### src/rtl/uart_move_rx_if.sv
// uart_move_rx_if: serial line plus received-byte outputs of uart_move_rx.
// The master side drives the serial line. The slave side is the receiver.
interface uart_move_rx_if #(
    parameter int PKT_LEN = 8
);
    logic               rx;
    logic               ready;
    logic [PKT_LEN-1:0] data_out;
    logic               frame_err;
    logic               busy;

    modport master (
        output rx,
        input  ready,
        input  data_out,
        input  frame_err,
        input  busy
    );

    modport slave (
        input  rx,
        output ready,
        output data_out,
        output frame_err,
        output busy
    );
endinterface

### src/rtl/uart_move_rx.sv
// uart_move_rx: oversampling UART receiver for move bytes.
// The frame is 1 start bit, PKT_LEN data bits (LSB first) and 1 stop bit.
// Each bit is a 3-sample majority vote around mid-bit.
// The FSM returns to IDLE early, in the middle of the stop bit, so a start
// edge that follows immediately is not missed.
// Optional feature: define RX_PARITY_EN to add an even-parity bit between
// the data bits and the stop bit.
// Requirements: PKT_LEN >= 2, SAMP_PER_BIT in 8..64, CLK_PER_SAMP >= 2.
module uart_move_rx #(
    parameter int CLK_PER_SAMP = 423,
    parameter int SAMP_PER_BIT = 16,
    parameter int PKT_LEN      = 8
) (
    input  logic          clk_in,
    input  logic          rst_in,
    uart_move_rx_if.slave bus
);

    localparam int TCW = (CLK_PER_SAMP > 1) ? $clog2(CLK_PER_SAMP) : 1;
    localparam int SCW = $clog2(SAMP_PER_BIT);
    localparam int BCW = (PKT_LEN > 1) ? $clog2(PKT_LEN) : 1;

    // Sample indices used for voting and for the bit-period boundary.
    localparam logic [SCW-1:0] IDX_LO   = SCW'(SAMP_PER_BIT / 2 - 1);
    localparam logic [SCW-1:0] IDX_MID  = SCW'(SAMP_PER_BIT / 2);
    localparam logic [SCW-1:0] IDX_HI   = SCW'(SAMP_PER_BIT / 2 + 1);
    localparam logic [SCW-1:0] IDX_END  = SCW'(SAMP_PER_BIT - 1);
    localparam logic [TCW-1:0] TICK_END = TCW'(CLK_PER_SAMP - 1);
    localparam logic [BCW-1:0] BIT_END  = BCW'(PKT_LEN - 1);

    if (SAMP_PER_BIT < 8 || SAMP_PER_BIT > 64) begin : g_bad_samp
        $error("uart_move_rx: SAMP_PER_BIT must be within 8..64");
    end

`ifdef RX_PARITY_EN
    typedef enum logic [2:0] {S_IDLE, S_START, S_DATA, S_PARITY, S_STOP} state_t;
`else
    typedef enum logic [1:0] {S_IDLE, S_START, S_DATA, S_STOP} state_t;
`endif

    state_t             state_q, state_d;

    logic               sync1_q, sync2_q;
    logic               line;

    logic [TCW-1:0]     tick_cnt_q;
    logic [SCW-1:0]     samp_cnt_q;
    logic               tick;
    logic               at_lo, at_mid, at_hi, at_end;

    logic [PKT_LEN-1:0] shift_q, shift_d;
    logic [BCW-1:0]     bit_cnt_q, bit_cnt_d;
    logic [1:0]         vote_q, vote_d;
    logic               vote_now;
    logic               frame_ok;
    logic               ready_q, ready_d;
    logic               ferr_q, ferr_d;
    logic [PKT_LEN-1:0] data_q, data_d;
`ifdef RX_PARITY_EN
    logic               par_err_q, par_err_d;
`endif

    // 2-of-3 majority used for every bit decision.
    function automatic logic maj3(input logic a, input logic b, input logic c);
        return (a & b) | (a & c) | (b & c);
    endfunction

    // Bring the asynchronous line into the clk_in domain. The flops idle high like the line.
    always_ff @(posedge clk_in) begin
        if (rst_in) begin
            sync1_q <= 1'b1;
            sync2_q <= 1'b1;
        end else begin
            sync1_q <= bus.rx;
            sync2_q <= sync1_q;
        end
    end

    assign line = sync2_q;

    // Oversample timebase. Both counters stay at zero in IDLE, so each START begins a fresh bit period.
    always_ff @(posedge clk_in) begin
        if (rst_in || state_q == S_IDLE) begin
            tick_cnt_q <= '0;
            samp_cnt_q <= '0;
        end else if (tick) begin
            tick_cnt_q <= '0;
            samp_cnt_q <= (samp_cnt_q == IDX_END) ? '0 : samp_cnt_q + SCW'(1);
        end else begin
            tick_cnt_q <= tick_cnt_q + TCW'(1);
        end
    end

    assign tick   = (state_q != S_IDLE) && (tick_cnt_q == TICK_END);
    assign at_lo  = tick && (samp_cnt_q == IDX_LO);
    assign at_mid = tick && (samp_cnt_q == IDX_MID);
    assign at_hi  = tick && (samp_cnt_q == IDX_HI);
    assign at_end = tick && (samp_cnt_q == IDX_END);

    // The first two votes are registered. The third is the live line at IDX_HI.
    assign vote_now = maj3(vote_q[1], vote_q[0], line);

`ifdef RX_PARITY_EN
    assign frame_ok = vote_now && !par_err_q;
`else
    assign frame_ok = vote_now;
`endif

    // Next-state and datapath decisions. The result pulses are registered, so they appear the cycle after the stop vote.
    always_comb begin
        state_d   = state_q;
        shift_d   = shift_q;
        bit_cnt_d = bit_cnt_q;
        vote_d    = vote_q;
        ready_d   = 1'b0;
        ferr_d    = 1'b0;
        data_d    = data_q;
`ifdef RX_PARITY_EN
        par_err_d = par_err_q;
`endif

        if (at_lo) begin
            vote_d[1] = line;
        end
        if (at_mid) begin
            vote_d[0] = line;
        end

        case (state_q)
            S_IDLE: begin
                if (!line) begin
                    state_d   = S_START;
                    bit_cnt_d = '0;
                end
            end
            S_START: begin
                if (at_hi && vote_now) begin
                    state_d = S_IDLE;
                end else if (at_end) begin
                    state_d = S_DATA;
                end
            end
            S_DATA: begin
                if (at_hi) begin
                    shift_d = {vote_now, shift_q[PKT_LEN-1:1]};
                end
                if (at_end) begin
                    if (bit_cnt_q == BIT_END) begin
`ifdef RX_PARITY_EN
                        state_d = S_PARITY;
`else
                        state_d = S_STOP;
`endif
                    end else begin
                        bit_cnt_d = bit_cnt_q + BCW'(1);
                    end
                end
            end
`ifdef RX_PARITY_EN
            S_PARITY: begin
                if (at_hi) begin
                    par_err_d = vote_now ^ (^shift_q);
                end
                if (at_end) begin
                    state_d = S_STOP;
                end
            end
`endif
            S_STOP: begin
                if (at_hi) begin
                    state_d = S_IDLE;
                    if (frame_ok) begin
                        ready_d = 1'b1;
                        data_d  = shift_q;
                    end else begin
                        ferr_d  = 1'b1;
                    end
                end
            end
            default: begin
                state_d = S_IDLE;
            end
        endcase
    end

    // State and datapath registers. Reset drops any partial frame without a pulse.
    always_ff @(posedge clk_in) begin
        if (rst_in) begin
            state_q   <= S_IDLE;
            shift_q   <= '0;
            bit_cnt_q <= '0;
            vote_q    <= '0;
            ready_q   <= 1'b0;
            ferr_q    <= 1'b0;
            data_q    <= '0;
`ifdef RX_PARITY_EN
            par_err_q <= 1'b0;
`endif
        end else begin
            state_q   <= state_d;
            shift_q   <= shift_d;
            bit_cnt_q <= bit_cnt_d;
            vote_q    <= vote_d;
            ready_q   <= ready_d;
            ferr_q    <= ferr_d;
            data_q    <= data_d;
`ifdef RX_PARITY_EN
            par_err_q <= par_err_d;
`endif
        end
    end

    assign bus.ready     = ready_q;
    assign bus.frame_err = ferr_q;
    assign bus.data_out  = data_q;
    assign bus.busy      = (state_q != S_IDLE);

endmodule
### src/flat_wrapper.sv
// flat-port wrapper written by rule: the top's interface ports become plain ports
module uart_move_rx_flat 
#(
    parameter int CLK_PER_SAMP = 423,
    parameter int SAMP_PER_BIT = 16,
    parameter int PKT_LEN      = 8
)
  (clk_in, rst_in, bus_rx, bus_ready, bus_data_out, bus_frame_err, bus_busy);
  uart_move_rx_if #(.PKT_LEN(PKT_LEN)) bus_i ();
  input  logic clk_in;
  input  logic rst_in;
  input wire logic [$bits(bus_i.rx)-1:0] bus_rx;
  output wire logic [$bits(bus_i.ready)-1:0] bus_ready;
  output wire logic [$bits(bus_i.data_out)-1:0] bus_data_out;
  output wire logic [$bits(bus_i.frame_err)-1:0] bus_frame_err;
  output wire logic [$bits(bus_i.busy)-1:0] bus_busy;
  assign bus_i.rx = bus_rx;
  assign bus_ready = bus_i.ready;
  assign bus_data_out = bus_i.data_out;
  assign bus_frame_err = bus_i.frame_err;
  assign bus_busy = bus_i.busy;
  uart_move_rx #(.CLK_PER_SAMP(CLK_PER_SAMP), .SAMP_PER_BIT(SAMP_PER_BIT), .PKT_LEN(PKT_LEN)) u_core (.clk_in(clk_in), .rst_in(rst_in), .bus(bus_i));
endmodule
### config.mk
export PLATFORM = sky130hd
export DESIGN_NAME = uart_move_rx_flat
export DESIGN_NICKNAME = d
export VERILOG_FILES = /design/src/rtl/uart_move_rx_if.sv /design/src/rtl/uart_move_rx.sv /design/src/flat_wrapper.sv
export SDC_FILE = /design/constraint.sdc
export NUM_CORES = 1
export LEC_CHECK = 0
export BUFFER_PORTS_ARGS = -buffer_cell sky130_fd_sc_hd__buf_2
export CORE_UTILIZATION = 35
export CTS_BUF_LIST = sky130_fd_sc_hd__clkbuf_8
export DETAILED_ROUTE_END_ITERATION = 10
export REMOVE_ABC_BUFFERS = 1
export SKIP_LAST_GASP = 1
export SYNTH_ARGS = -nofsm -noshare
export SYNTH_HDL_FRONTEND = slang
export SYNTH_SLANG_ARGS = --single-unit
### constraint.sdc
create_clock -name clk_in -period 2.13 [get_ports clk_in]
set_input_delay 0.213 -clock clk_in [delete_from_list [all_inputs] [get_ports clk_in]]
set_output_delay 0.213 -clock clk_in [all_outputs]
set_load 0.01 [all_outputs]
After elaboration in Yosys (flattened, before gate mapping)
Cells that the tools add are included.
Operators by class
  multipliers: 0
  muxes and demuxes: 14
  shifts and indexed selects: 0
  eq/ne operators: 15
  bitwise operators: 7
  reduce and logical (&&, ||, !) cells: 16
  order comparisons: 0
  add/sub/neg operators: 3
  div/mod/pow operators: 0
Operator list (number)
  equality test 4 bit (second input constant): 3
  2-to-1 mux 2 bit: 6
  adder 9 x 1 -> 9 bit (second input constant): 1
  equality test 9 bit (second input constant): 1
  2-to-1 mux 3 bit: 3
  case mux 2 bit (4 select lines): 1
  logical AND 1 bit: 6
  != test 2 x 1 -> 1 bit (second input constant): 3
  case mux 3 bit (2 select lines): 1
  AND reduction 5 bit: 1
  adder 4 x 1 -> 4 bit (second input constant): 1
  equality test 2 bit (second input constant): 2
  equality test 4 x 3 -> 1 bit (second input constant): 1
  2-to-1 mux 4 bit: 1
  != test 2 bit (second input constant): 2
  AND reduction 4 bit: 1
  nonzero test 2 bit: 2
  adder 3 x 1 -> 3 bit (second input constant): 1
  AND 1 bit: 3
  equality test 3 bit (second input constant): 1
  != test 3 x 1 -> 1 bit (second input constant): 1
  AND reduction 3 bit: 1
  OR reduction 3 bit: 1
  equality test 2 x 1 -> 1 bit (second input constant): 1
  other kinds (7): 10
Word-level totals
  ROM bits: 0
  input port bits: 3
  latch bits: 0
  memories: 0
  logic and storage cells: 67
  RAM bits: 0
  flip-flop bits (word level): 40

Longest topological paths before layout
  depth in word-level cells: 6
  gate-level depth with buffers: 7
  depth with buffers taken out: 6

Worst setup path before layout
Ideal clock, no wire load.
  kind: reg2reg
  start: reg u_core.tick_cnt_q[0]
  end: reg u_core.data_q[0], in the netlist u_core.bus.data_out[0]
  setup time: 0.058 ns
  required time: 2.072 ns
  cell stages (with the launch flop): 8
  path slack: 0.394 ns
  arrival: 1.679 ns
  path buffers: 1
  clock period less this slack: 1.736 ns
  cells stage by stage: dfxtp_1 inv_1 ha_1 nand4b_2 or4_1 buf_2 o22ai_1 o21a_1
Between the ends
  longest elaborated chain between the ends: 4
Ends and longest elaborated chain
  start, declared: line uart_move_rx.sv:46  | logic [TCW-1:0] tick_cnt_q;
  start signal, assigned: line uart_move_rx.sv:90  | tick_cnt_q <= tick_cnt_q + TCW'(1);
  equality test 9 bit: line uart_move_rx.sv:94  | assign tick = (state_q != S_IDLE) && (tick_cnt_q == TICK_END);
  logical AND 1 bit: line uart_move_rx.sv:94
  logical AND 1 bit: line uart_move_rx.sv:97  | assign at_hi = tick && (samp_cnt_q == IDX_HI);
  AND reduction 3 bit (no source line)
  end signal, assigned: line uart_move_rx.sv:206  | data_q <= data_d;
  end, declared: line uart_move_rx.sv:58  | logic [PKT_LEN-1:0] data_q, data_d;
Every way passes these cells.
A chain may end at the register's enable or synchronous reset.

Final worst setup path
  start: reg u_core.tick_cnt_q[1]
  end: reg u_core.data_q[3], in the netlist u_core.bus.data_out[3]
Same word-level chain as after synthesis.

==> flow_summary.yaml <==
yosys:
  synth_top_area_share_pct: 45.0
  ys_seq_area_share_pct: 45.0
  syn_inst: 191
  synth_seq_cells: 40
  syn_area_per_cell_um2: 9.32
  netlist_area_um2: 1780
  ys_types: 37
  synth_area_leader_cell: "dfxtp_1"
  synthTopCellsByArea: "dfxtp_1 45%, mux2i_1 5.6%, nor2_1 5.3%, ha_1 4.9%, o22ai_1 3.5%"
  yosysWarnings: 0
placement:
  dpl_worst_slack_ns: 0.220
  post-place-cells: 269
  dp_hpwl_um: 2380
  gp_congestion: 0.799
  portBuffers: 13
worst_hold_path:
  hold_start: "bus_rx"
  hp-class: "in2reg"
clock_tree:
  cts_max_path_buffers: 2
  htreeDepth: 2
  post_cts.repair.setup_buffers: 0
  clkTransAtPathRegs_ns: 0.08
  cts_buffers: 5
  cts_root_buffer: "clkbuf_8"
  cts_sinks: 40
  clk_latency_ns: 0.30
  postCtsHoldBufs: 0
  ctsResizeCount: 0
  cts_tree: "done"
finish:
  drive_gt1_share_pct: 15.7
  final_cells: 277
  syn_to_final_growth_pct: 18.1
  nets: 219
  multi_input_area_um2: 881
  seq_area_um2: 801
  filler_cell_count: 489
  antennaDiodeCount: 0
grt:
  antenna_found_initial: 0
  grt_usage_pct: 14.0
  grt_max_degree: 21
  gr-total-overflow: 0
  grt_pass1_vias: 1264
  grt_pass1_wl_um: 5730
detailed_routing:
  wl_um: 3300
  ant_nets: 0
  wire_per_inst_um: 11.9
  drc: 0
  drtIter0Drc: 59
  firstDrtPassIters: 4
  vias_per_cell: 5.00
  num_vias: 1385
floorplan:
  core_area_um2: 4820
  die_area_um2: 5370
  initial_core_util_pct: 36.9
  fp.dieH_um: 73.3
  rows: 25
  ios: 14
  die_w_um: 73.3
power_and_ir_drop:
  netSwitchingFraction_pct: 17.7
  p_per_area_nw_per_um2: 778
  leakage_nw: 0.791
  clkPwrFrac_pct: 52.3
  seq_power_share_pct: 46.2
  netSwitchingPower_mw: 0.289
  ir_worst_vdd_uv: 485
  p_int_mw: 1.35
  p_comb_share_pct: 1.5
setup_path:
  regToRegStartpoint: "u_core.tick_cnt_q[1]$_SDFF_PP0_"
  start_kind: "register"
  endpoint_kind: "register"
  worstSetupPathType: "reg2reg"
  endpoint: "u_core.bus.data_out[3]$_SDFFE_PP0P_"
  timing.rr.end: "u_core.bus.data_out[3]$_SDFFE_PP0P_"
  critPathMaxFanout: 10
  r2r_cells: 5
  reg2reg_slack_ns: 0.21
  cp.arrival_ns: 2.17
  required_ns: 2.38
  critPathLaunch: "u_core.tick_cnt_q[1]$_SDFF_PP0_"
timing:
  tightestPinTransition_ns: 0.633
  achievable-frequency_mhz: 521
  layout_min_cycle_time_ns: 1.92
  post-route-period-util_pct: 90.0
  hold_viol: 0
  relSlewSlack_pct: 57.5
  finClkSkew_ns: 0.00884
  fin_ws_ns: 0.212
  finalSetupViolCount: 0
  slew_violations: 0
  fin_setup_tns_ns: 0
  rsz0062_at_grt: "false"
run:
  drv_cap: 0
status:
  status: "complete, no violations"
-- synth_stat cells --
cell	instances
dfxtp_1	40
nor2_1	25
inv_1	16
mux2i_1	10
o22ai_1	10
o21a_1	8
ha_1	7
nand3_1	7
clkbuf_1	6
xor2_1	6
a21oi_1	5
nand4_1	5
nor3_1	4
nor4_1	4
buf_2	3
nand2b_1	3
nand3b_1	3
o21ai_0	3
a22o_1	2
a311oi_1	2
and4_1	2
nand2_1	2
nand4bb_1	2
or2_2	2
xnor2_1	2
a21o_1	1
and3_1	1
and4b_1	1
maj3_1	1
mux2_2	1
nand4b_2	1
nor3b_1	1
nor4_4	1
nor4bb_1	1
o21ai_1	1
o31ai_1	1
or4_1	1
-- per-layer routing --
metal | up-vias | track usage [%] | wire length (um)
met2 | 20 | 21.8 | 1490
met3 | 9 | 5.62 | 131
met1 | 647 | 17.3 | 1600
li1 | 709 | - | -
met5 | - | 0 | 0
met4 | 0 | 5.34 | 74
-- registers in the layout, indices dropped and copies added, names as in the netlist, named ones only --
name                  cells
u_core.tick_cnt_q         9
u_core.bus.data_out       8
u_core.shift_q            8
u_core.samp_cnt_q         4
u_core.bit_cnt_q          3
u_core.vote_q             2
u_core.bus.frame_err      1
u_core.bus.ready          1
u_core.line               1
u_core.state_q            1
u_core.sync1_q            1
-- through the flow --
stage,utilization [%],instance area (um^2),power [mW],hold WS (ns)
6_report,43.6,2100,1.63,0.0965
5_1_grt,43.6,2100,1.70,0.0877
4_1_cts,43.6,2100,1.65,0.0903
3_5_place_dp,40.3,1940,0.798,0.394
3_3_place_gp,40.3,1940,0.798,0.391
2_1_floorplan,-,1740,0.784,0.282
-- power groups by stage --
stage	registers, mW	logic [mW]	clock network [mW]
CTS	0.756	0.0249	0.870
detailed placement	0.773	0.0249	0
finish	0.756	0.0246	0.854
floorplan	0.772	0.0117	0
global route	0.757	0.0280	0.912
global placement	0.773	0.0252	0
-- how the worst min path moves through the flow --
stage / cells past startpoint / slack (ns) / end
floorplan: 1 / 0.28 / u_core.vote_q[1]$_SDFFE_PP0P_
global placement: 1 / 0.39 / u_core.line$_SDFF_PP1_
detailed placement: 1 / 0.39 / u_core.line$_SDFF_PP1_
CTS: 2 / 0.09 / u_core.sync1_q$_SDFF_PP1_
global route: 2 / 0.09 / u_core.sync1_q$_SDFF_PP1_
finish: 2 / 0.1 / u_core.sync1_q$_SDFF_PP1_
-- worst max-delay path, stage by stage (launching register included) --
cell and delay (ns):
dfxtp_1 0.40, ha_1 0.21, nand4b_2 0.20, or4_1 0.74, o22ai_1 0.20, o21a_1 0.14
-- cells in the final DEF (no fill, tap or decap), drive strengths merged, types with 2 or more instances in the layout --
master / instances
nor3: 4
nand2: 2
a22o: 2
nor4: 5
bufinv: 3
a311oi: 2
nand3: 7
or2: 2
nor2: 25
ha: 7
o22ai: 10
and4: 2
inv: 16
nand2b: 3
o21ai: 4
xnor2: 2
clkbuf: 5
nand3b: 3
mux2i: 10
nand4bb: 2
nand4: 5
a21oi: 5
o21a: 8
dfxtp: 40
buf: 20
xor2: 6
-- cell type report --
cell class | instances | area share [%]
Clock buffer | 5 | 3.27
Clock inverter | 3 | 4.29
Inverter | 16 | 2.86
Multi-Input combinational cell | 126 | 41.9
Sequential cell | 40 | 38.1
Tap cell | 67 | 3.99
Timing Repair Buffer | 20 | 5.60
-- logic make-up (layout without fill, tap and decap cells) --
family	after synthesis	count (layout)	synth area share [%]
flip-flops	40	40	45.0
XOR/XNOR	8	8	3.94
adder cells (fa/ha/maj)	8	8	5.49
AO/OA/AOI/OAI	33	33	12.2
buffers and inverters	25	44	5.49
multiplexers	11	11	6.26
AND/OR/NAND/NOR	66	66	21.6
No activity file was read; power rests on OpenSTA's default activity.
